$ cat src/rtl/rv32_mem_arbiter.sv
// ---------------------------------------------------------------------------
// rv32_mem_arbiter
//
// Merges the rv32 core's instruction-fetch port and data port onto a single
// OBI-style req/gnt/rvalid memory port. Every accepted transaction records its
// source (INSTR or DATA) in an in-order FIFO. Each memory response is steered
// back to the master at the head of that FIFO. Both the request path and the
// response path are purely combinational, so the arbiter adds no cycles.
//
// Compile-time option:
//   RV32_ARB_RR_EN  defined   -> round-robin between the two masters on
//                                contention (the one that was not last_src
//                                wins)
//                   undefined -> fixed priority, data over instruction
//
// Parameters:
//   MAX_OUTSTANDING  accepted-but-unanswered transactions allowed (1..8)
//   ADDR_W           address width of all ports
//
// Ports:
//   clk_i, rst_i         clock, asynchronous active-high reset
//   instr_*              fetch master: addr/req in; gnt/rdata/rvalid out
//   data_*               load/store master: addr/wdata/req/we/be in;
//                        gnt/rdata/rvalid out
//   mem_*                memory slave: addr/wdata/req/we/be out;
//                        gnt/rdata/rvalid in
//   err_o                sticky protocol error, cleared only by reset
// ---------------------------------------------------------------------------
module rv32_mem_arbiter #(
    parameter int MAX_OUTSTANDING = 2,
    parameter int ADDR_W          = 32
) (
    input  logic              clk_i,
    input  logic              rst_i,

    input  logic [ADDR_W-1:0] instr_addr_i,
    input  logic              instr_req_i,
    output logic              instr_gnt_o,
    output logic [31:0]       instr_rdata_o,
    output logic              instr_rvalid_o,

    input  logic [ADDR_W-1:0] data_addr_i,
    input  logic [31:0]       data_wdata_i,
    input  logic              data_req_i,
    input  logic              data_we_i,
    input  logic [3:0]        data_be_i,
    output logic              data_gnt_o,
    output logic [31:0]       data_rdata_o,
    output logic              data_rvalid_o,

    output logic [ADDR_W-1:0] mem_addr_o,
    output logic [31:0]       mem_wdata_o,
    output logic              mem_req_o,
    output logic              mem_we_o,
    output logic [3:0]        mem_be_o,
    input  logic              mem_gnt_i,
    input  logic [31:0]       mem_rdata_i,
    input  logic              mem_rvalid_i,

    output logic              err_o
);

    localparam int CNT_W = $clog2(MAX_OUTSTANDING + 1);
    localparam int PTR_W = (MAX_OUTSTANDING > 1) ? $clog2(MAX_OUTSTANDING) : 1;

    localparam logic [CNT_W-1:0] CNT_MAX  = CNT_W'(MAX_OUTSTANDING);
    localparam logic [PTR_W-1:0] PTR_LAST = PTR_W'(MAX_OUTSTANDING - 1);

    typedef enum logic {
        SRC_INSTR = 1'b0,
        SRC_DATA  = 1'b1
    } src_e;

    typedef enum logic [1:0] {
        LOCK_NONE  = 2'd0,
        LOCK_INSTR = 2'd1,
        LOCK_DATA  = 2'd2
    } lock_e;

    lock_e             lock_q;
    lock_e             lock_d;
    src_e              last_src_q;
    logic              err_q;
    logic [CNT_W-1:0]  count_q;
    logic [PTR_W-1:0]  wr_ptr_q;
    logic [PTR_W-1:0]  rd_ptr_q;
    src_e              fifo_q [MAX_OUTSTANDING];

    src_e              sel;
    logic              sel_req;
    logic              fifo_full;
    logic              fifo_empty;
    logic              accept;
    logic              pop;
    logic              lock_err;
    src_e              head_src;

    // Wrap a FIFO pointer modulo MAX_OUTSTANDING, which need not be a power
    // of two.
    function automatic logic [PTR_W-1:0] ptr_inc(input logic [PTR_W-1:0] p);
        return (p == PTR_LAST) ? '0 : p + PTR_W'(1);
    endfunction

    assign fifo_full  = (count_q == CNT_MAX);
    assign fifo_empty = (count_q == '0);

    // Source selection. A held lock pins the selection to the master that is
    // still waiting for its grant, so its address cannot be swapped out from
    // under the slave. Without a lock, a lone requester wins. On contention
    // the build option decides between fixed priority and round-robin.
    always_comb begin
        sel = SRC_INSTR;
        case (lock_q)
            LOCK_INSTR: sel = SRC_INSTR;
            LOCK_DATA:  sel = SRC_DATA;
            default: begin
                if (instr_req_i && data_req_i) begin
`ifdef RV32_ARB_RR_EN
                    sel = (last_src_q == SRC_DATA) ? SRC_INSTR : SRC_DATA;
`else
                    sel = SRC_DATA;
`endif
                end else if (data_req_i) begin
                    sel = SRC_DATA;
                end else begin
                    sel = SRC_INSTR;
                end
            end
        endcase
    end

`ifndef RV32_ARB_RR_EN
    // With fixed priority, last_src is only tracked, never consulted.
    logic unused_last_src;
    assign unused_last_src = last_src_q;
`endif

    // A full FIFO blocks issue for the whole cycle, even if a response pops
    // an entry in that same cycle. Reset masks the request immediately.
    assign sel_req   = (sel == SRC_DATA) ? data_req_i : instr_req_i;
    assign mem_req_o = sel_req & ~fifo_full & ~rst_i;
    assign accept    = mem_req_o & mem_gnt_i;

    assign instr_gnt_o = accept & (sel == SRC_INSTR);
    assign data_gnt_o  = accept & (sel == SRC_DATA);

    // Request mux. Fetches are always full-word reads, so the instruction
    // side supplies constant we/be/wdata.
    always_comb begin
        mem_addr_o  = instr_addr_i;
        mem_we_o    = 1'b0;
        mem_be_o    = 4'hF;
        mem_wdata_o = '0;
        if (sel == SRC_DATA) begin
            mem_addr_o  = data_addr_i;
            mem_we_o    = data_we_i & ~rst_i;
            mem_be_o    = data_be_i;
            mem_wdata_o = data_wdata_i;
        end
    end

    // Response steering. A response with nothing outstanding goes to no one
    // (it only raises err_o). The master that is not at the head sees zeros.
    assign head_src = fifo_q[rd_ptr_q];
    assign pop      = mem_rvalid_i & ~fifo_empty;

    assign instr_rvalid_o = pop & (head_src == SRC_INSTR);
    assign data_rvalid_o  = pop & (head_src == SRC_DATA);
    assign instr_rdata_o  = instr_rvalid_o ? mem_rdata_i : '0;
    assign data_rdata_o   = data_rvalid_o  ? mem_rdata_i : '0;

    // Lock next-state. A lock is taken when the selected request is presented
    // but not granted. It is released on acceptance. It is also released when
    // the locked master withdraws its request; that is a protocol violation
    // and is flagged.
    always_comb begin
        lock_d   = lock_q;
        lock_err = 1'b0;
        case (lock_q)
            LOCK_INSTR, LOCK_DATA: begin
                if (!sel_req) begin
                    lock_d   = LOCK_NONE;
                    lock_err = 1'b1;
                end else if (accept) begin
                    lock_d = LOCK_NONE;
                end
            end
            default: begin
                if (mem_req_o && !mem_gnt_i) begin
                    lock_d = (sel == SRC_DATA) ? LOCK_DATA : LOCK_INSTR;
                end
            end
        endcase
    end

    // Lock state register.
    always_ff @(posedge clk_i or posedge rst_i) begin
        if (rst_i) begin
            lock_q <= LOCK_NONE;
        end else begin
            lock_q <= lock_d;
        end
    end

    // Outstanding-transaction FIFO: push the source ID on acceptance and pop
    // the head on every response. A simultaneous push and pop leaves the count
    // unchanged.
    always_ff @(posedge clk_i or posedge rst_i) begin
        if (rst_i) begin
            count_q  <= '0;
            wr_ptr_q <= '0;
            rd_ptr_q <= '0;
            for (int i = 0; i < MAX_OUTSTANDING; i++) begin
                fifo_q[i] <= SRC_INSTR;
            end
        end else begin
            if (accept) begin
                fifo_q[wr_ptr_q] <= sel;
                wr_ptr_q         <= ptr_inc(wr_ptr_q);
            end
            if (pop) begin
                rd_ptr_q <= ptr_inc(rd_ptr_q);
            end
            case ({accept, pop})
                2'b10:   count_q <= count_q + CNT_W'(1);
                2'b01:   count_q <= count_q - CNT_W'(1);
                default: count_q <= count_q;
            endcase
        end
    end

    // The last accepted source feeds round-robin arbitration. The sticky error
    // collects responses with nothing outstanding and withdrawn locked
    // requests.
    always_ff @(posedge clk_i or posedge rst_i) begin
        if (rst_i) begin
            last_src_q <= SRC_INSTR;
            err_q      <= 1'b0;
        end else begin
            if (accept) begin
                last_src_q <= sel;
            end
            if (lock_err || (mem_rvalid_i && fifo_empty)) begin
                err_q <= 1'b1;
            end
        end
    end

    assign err_o = err_q;

endmodule
$ cat config.mk
export PLATFORM = sky130hd
export DESIGN_NAME = rv32_mem_arbiter
export DESIGN_NICKNAME = d
export VERILOG_FILES = /design/src/rtl/rv32_mem_arbiter.sv
export SDC_FILE = /design/constraint.sdc
export NUM_CORES = 1
export LEC_CHECK = 0
export CELL_PAD_IN_SITES_DETAIL_PLACEMENT = 0
export CELL_PAD_IN_SITES_GLOBAL_PLACEMENT = 1
export CORE_MARGIN = 2
export CORE_UTILIZATION = 11
export DETAILED_ROUTE_END_ITERATION = 10
export GPL_ROUTABILITY_DRIVEN = 0
export PLACE_DENSITY = 0.8
export SLEW_MARGIN = 10
export SYNTH_ARGS = -nofsm -noshare
export SYNTH_HDL_FRONTEND = slang
export SYNTH_SLANG_ARGS = --single-unit
$ cat constraint.sdc
create_clock -name clk_i -period 2.4 [get_ports clk_i]
set_input_delay 0.24 -clock clk_i [delete_from_list [all_inputs] [get_ports clk_i]]
set_output_delay 0.24 -clock clk_i [all_outputs]
set_load 0.05 [all_outputs]
# Word level (Yosys, flattened, before mapping)
# Index checks and enable logic that the tools add are counted.
dict set report op_classes {
  n_addsub 4
  n_lt_le_gt_ge 3
  n_eq_ne 6
  n_mux 26
  bitwise_logic 16
  n_reduce_logical 11
}
# operator n
set ops {}
lappend ops {{32-bit 2-to-1 mux} 4}
lappend ops {{1-bit 2-to-1 mux} 12}
lappend ops {{2-bit 2-to-1 mux} 5}
lappend ops {{1-bit bitwise AND} 9}
lappend ops {{2-bit == test (second input constant)} 3}
lappend ops {{1-bit inverter} 5}
lappend ops {{2-bit by 1-bit == test with 1-bit output (second input constant)} 2}
lappend ops {{2-bit >= comparator (second input constant)} 2}
lappend ops {{1-bit logical AND} 4}
lappend ops {{4-bit 2-to-1 mux} 1}
lappend ops {{1-bit inverter with 2-bit output} 2}
lappend ops {{2-bit one-hot mux with 2 select lines} 1}
lappend ops {{2-bit nonzero test} 2}
lappend ops {{3-bit inequality test (second input constant)} 1}
lappend ops {{1-bit adder (second input constant)} 2}
lappend ops {{2-bit by 1-bit adder with 2-bit output (second input constant)} 1}
lappend ops {{2-bit bitwise mux} 1}
lappend ops {{2-bit zero test} 1}
lappend ops {{2-bit by 1-bit < comparator with 1-bit output (second input constant)} 1}
lappend ops {{1-bit one-hot mux with 2 select lines} 1}
lappend ops {{2-bit AND reduction} 1}
lappend ops {{2-bit OR reduction} 1}
lappend ops {{2-bit by 1-bit subtractor with 2-bit output (second input constant)} 1}
lappend ops {{1-bit demux with 1-bit select} 1}
lappend ops {{other kinds (2)} 2}
dict set report totals {
  regBits 9
  in_bits 139
  output_inout_bits 139
  wordCells 73
}

# Logic depth before layout (Yosys ltp)
dict set report depth {
  depth_word 10
  depth_mapped 8
  ltp_nobuf 6
}

# Worst setup path before layout
# OpenSTA, ideal clock, no wires.
dict set report synth_timing {
  path_kind {reg-to-output}
  startpoint {register lock_q[1]}
  endpoint {output port mem_req_o}
  arrival_time_ns 2.475
  required_ns 2.160
  setup_slack_ns -0.315
  path_stages_with_launch 5
  n_path_buf 0
  cell_sequence {dfrtp_1 -> ha_1 -> nand2b_1 -> a21oi_1 -> nor4_1}
}
dict set report synth_between {
  elab_chain_cells 5
  word_cells_on_any_way 6
  classes_between {2 x eq/ne; 2 x mux; 2 x bitwise}
}
# item line_no
set synth_rtl {}
lappend synth_rtl {{from (decl)} 80} ;# lock_e lock_q;
lappend synth_rtl {{from (signal assigned)} 201} ;# lock_q <= lock_d;
lappend synth_rtl {{2-bit == test or 2-bit by 1-bit == test with 1-bit output (tied branches)} 113} ;# case (lock_q)
lappend synth_rtl {{1-bit one-hot mux with 2 select lines (*)} 113}
lappend synth_rtl {{1-bit 2-to-1 mux (*)} 140} ;# assign sel_req = (sel == SRC_DATA) ? data_req_i : instr_req_i;
lappend synth_rtl {{1-bit bitwise AND (*) (2 in a row)} 141} ;# assign mem_req_o = sel_req & ~fifo_full & ~rst_i;
lappend synth_rtl {{to (decl)} 53} ;# output logic mem_req_o,
# Mark *: on every way between the ends. The rest lies on a longest branch, timed or not.

# Worst setup path after layout
dict set report layout_timing {
  startpoint {register lock_q[0]}
  endpoint {output port data_gnt_o}
}
dict set report layout_between {
  elab_chain_cells 7
  word_cells_on_any_way 8
  classes_between {2 x eq/ne; 2 x mux; 4 x bitwise}
}
# item line_no
set layout_rtl {}
lappend layout_rtl {{2-bit == test or 2-bit by 1-bit == test with 1-bit output (tied branches)} 113}
lappend layout_rtl {{1-bit one-hot mux with 2 select lines (*)} 113}
lappend layout_rtl {{1-bit 2-to-1 mux} 140}
lappend layout_rtl {{1-bit bitwise AND (2 in a row)} 141}
lappend layout_rtl {{1-bit bitwise AND} 142} ;# assign accept = mem_req_o & mem_gnt_i;
lappend layout_rtl {{1-bit bitwise AND (*)} 145} ;# assign data_gnt_o = accept & (sel == SRC_DATA);
lappend layout_rtl {{to (decl)} 47} ;# output logic data_gnt_o,
# Marked as above.

==> results by group <==
Status
  – Result of the run: completed

Timing
  – Final clock skew: 0.00314 ns
  – Share of the clock period used by the worst path after layout: 0.940
  – Unrepaired setup endpoints after global routing: no
  – Number of pins exceeding their max-slew limit in the final report: 0
  – Setup slack of the critical path after layout: between 0.1 and 0.15 ns
  – Number of endpoints failing setup at the final stage: 0
  – Minimum period implied by the final worst setup slack: roughly 2.3 ns
  – Worst Tran Pin Value: 0.579 ns
  – Worst hold-check slack: ~0.49 ns
  – Number of failing hold endpoints at the final stage: 0
  – Worst relative slew slack: 0.611
  – Fmax: 0.443 GHz
  – Accumulated negative setup slack: 0 ns

Job
  – Max-cap violations: 0

Logic synthesis
  – Number of storage elements in the synthesis netlist: 9
  – Primary FF master, synth: sky130_fd_sc_hd__dfrtp_1
  – Synth async-reset ratio: 1.00
  – Unique masters post-synth: 34
  – Synthesized area per cell: between 5 and 6 um2
  – Portion of synthesized cell area occupied by the leading cell type: 0.375
  – Post-Synthesis Cells: 273
  – Proportion of synthesized chip area in sequential cells: 0.139
  – Count of flip-flops with a built-in enable after synthesis: 0
  – Cell types occupying the most area after synthesis: sky130_fd_sc_hd__and2_1 (37%), sky130_fd_sc_hd__nand2_1 (23%), sky130_fd_sc_hd__dfrtp_1 (14%), sky130_fd_sc_hd__clkbuf_1 (3.5%), sky130_fd_sc_hd__nand2b_1 (2.7%)
  – Cell Area, Synth: 1620 um2
  – YS warnings: 0
  – Area leader, netlist: sky130_fd_sc_hd__and2_1
  – Nets in the synthesized netlist: around 410

Critical path
  – Critical Path AT: slightly above 2 ns
  – Cell at the slowest stage of the critical path: sky130_fd_sc_hd__nor3_1
  – Largest stage delay on the critical path: 0.49 ns
  – Required time at the endpoint of the critical path: 2.16 ns
  – Sort of element at the end of the critical path: output pin
  – Maximum net fanout on the critical path: 6
  – Worst setup path category: flip-flop to output pin
  – List of cells traversed by the critical path: inv_1, ha_4, nor3_1, nor4b_4, nand2_2, nor2_1, buf_4
  – Startpoint type of the worst setup path: flip-flop

Route
  – DR vias: 2789
  – Wirelength per Cell: 13.2 um
  – Number of design-rule violations left by the first detailed-router iteration: 42
  – Count of antenna-violating nets left after detailed routing: 0
  – Number of search-and-repair iterations in the first detailed-routing pass: 4
  – DR DRC count: 0
  – Via count normalized by instance count: 3.83
  – Wire length after detailed routing: 9.62 mm

GRT
  – First-pass GRT wire length: 15.1 mm
  – Global-route total usage across every layer: 0.117
  – Antenna violations before repair: 0
  – Global-route congestion overflow total: 0
  – Pin count of the biggest net entering global routing: 71
  – Vias in the first global route: 3010

Hold path
  – Type of the most critical hold path: flip-flop to flip-flop

Finish
  – Fill count: between 1000 and 1500
  – Cell Count, Final, Fillers Out: 729
  – Multi-input gate area: 1350 um2
  – Most frequent cells in the layout: sky130_fd_sc_hd__clkdlybuf4s50_1 (139), sky130_fd_sc_hd__buf_12 (139), sky130_fd_sc_hd__nand2_1 (97), sky130_fd_sc_hd__and2_1 (97), sky130_fd_sc_hd__dfrtp_1 (9)
  – Post-route standard cell area excluding fillers: 6120 um2
  – Fraction of the core area covered by cells at the end of the flow: 0.423
  – Antenna diode count: 0
  – Synthesis-to-layout area growth: 278%
  – Final-stage net count: just under 700
  – Footprint of the flip-flops and latches: 225 um2
  – Proportion of layout cells with a drive suffix above 1: 0.290

Power
  – Internal power component: between 3 and 4 mW
  – Net Sw Frac: 0.524
  – Ratio of total power to cell area: 1290 nW/um2
  – Switching power: 4.14 mW
  – Sequential share of power: 0.035
  – Clk pwr share: 0.037
  – Power share of the combinational group: 0.928
  – Total Power Consumption: 7.89 mW
  – Worst IR drop on VDD: about 0.76 mV
  – Leakage: about 2.6 nW

Floorplan
  – Number of placed I/O pins: 278
  – Die outline area: 15700 um2
  – Core area: between 10000 and 15000 um2
  – Floorplan die width: 125 um
  – Floorplan row count: 44
  – Initial Util: 0.112
  – Vertical die dimension: about 130 um

Placement
  – Number of buffers added on ports: 277
  – Number of placed instances with taps included: 724
  – Pre-CTS setup slack: 0.182 ns
  – Estimated wirelength of the detail-placed design: approximately 8.5 mm
  – Placement-stage cell area: 6010 um2

Clock tree
  – TritonCTS clock tree: built
  – Clock Pin Slew Worst Setup and Hold Paths: approximately 0.04 ns
  – Largest buffer count on any clock path: 2
  – Num CTS Buffers: 3
  – Sink count of the clock tree: 9
  – Insertion delay to the later sink of the worst-skew pair: 0.23 ns
  – Root buffer cell: sky130_fd_sc_hd__clkbuf_16
  – Max H-tree Level: 1
flip-flops by register name (all words and copies together), names as in the netlist:
name and cells:
wr_ptr_q 1, lock_q 2, rd_ptr_q 1, err_o 1
count_q 2, fifo_q 2
power groups by stage:
stage / Sequential, mW / Clock [mW] / Combinational [mW]
2_1_floorplan: 0.259 / 0 / 3.56
3_3_place_gp: 0.268 / 0 / 7.29
4_1_cts: 0.273 / 0.298 / 7.37
6_report: 0.275 / 0.295 / 7.32
3_5_place_dp: 0.275 / 0 / 7.35
5_1_grt: 0.285 / 0.306 / 7.65
cells in the mapped netlist (2+ instances only):
master / number
sky130_fd_sc_hd__a21oi_1: 2
sky130_fd_sc_hd__a31oi_1: 2
sky130_fd_sc_hd__and2_1: 97
sky130_fd_sc_hd__buf_2: 2
sky130_fd_sc_hd__clkbuf_1: 15
sky130_fd_sc_hd__dfrtp_1: 9
sky130_fd_sc_hd__inv_1: 3
sky130_fd_sc_hd__nand2_1: 99
sky130_fd_sc_hd__nand2b_1: 7
sky130_fd_sc_hd__nor2_1: 6
sky130_fd_sc_hd__nor2b_1: 3
sky130_fd_sc_hd__nor3_1: 2
sky130_fd_sc_hd__o21ai_0: 3
sky130_fd_sc_hd__o31ai_1: 2
sky130_fd_sc_hd__xnor2_1: 2
cell families after synthesis:
kind of cell / after synthesis / share of synthesized area
buffers and inverters: 20 / 0.0479
xor gates and xnor gates: 2 / 0.0108
adders and majority gates: 1 / 0.00772
muxes: 1 / 0.00618
DFF: 9 / 0.139
and+or+nand+nor: 221 / 0.707
AOI/OAI and AO/OA: 19 / 0.0819
critical path, delay by kind of cell, from the launching register on:
| kind | cells | cell delay (ns) |
|---|---|---|
| adder cells (fa/ha/maj) | 1 | 0.22 |
| buffers and inverters | 2 | 0.29 |
| flip-flops | 1 | 0.37 |
| AND/OR/NAND/NOR | 4 | 0.90 |
final timing paths:
path | depth (start not counted) | to | start | slack, ns
worst max-delay path | 7 | data_gnt_o | lock_q[0] | 0.14
worst min-delay path | 1 | err_o | err_o | 0.49
worst max register to register | 7 | count_q[0] | lock_q[0] | 0.49
worst min register to register | 1 | err_o | err_o | 0.49
max in group asynchronous | 3 | count_q[1] | rst_i | 1.68
min in group asynchronous | 3 | count_q[0] | rst_i | 0.58
area by class of cell:
type / instances / share of cell area
inverters: 3 / 0.00184
clock buffers: 4 / 0.0129
flip-flops and latches: 9 / 0.0368
multi-input cells: 244 / 0.221
well taps: 184 / 0.0376
repair buffers: 285 / 0.690
metal layers:
| metal | wire (um) | part of all wire | track usage | vias up |
|---|---|---|---|---|
| met5 | 0 | 0 | 0 | - |
| li1 | - | - | - | 1401 |
| met3 | 879 | 0.091 | 0.0338 | 8 |
| met4 | 102 | 0.011 | 0.0229 | 0 |
| met1 | 3320 | 0.34 | 0.117 | 1212 |
| met2 | 5320 | 0.55 | 0.236 | 168 |
timing repair:
| action | in CTS | in global routing |
|---|---|---|
| endpoints found under the setup margin | 1 | 2 |
| pin swaps | 0 | 2 |
| setup buffers | 0 | 1 |
| gates resized for setup | 1 | 3 |
| hold buffers | 0 | 0 |
No activity file was read; power rests on OpenSTA's default activity.
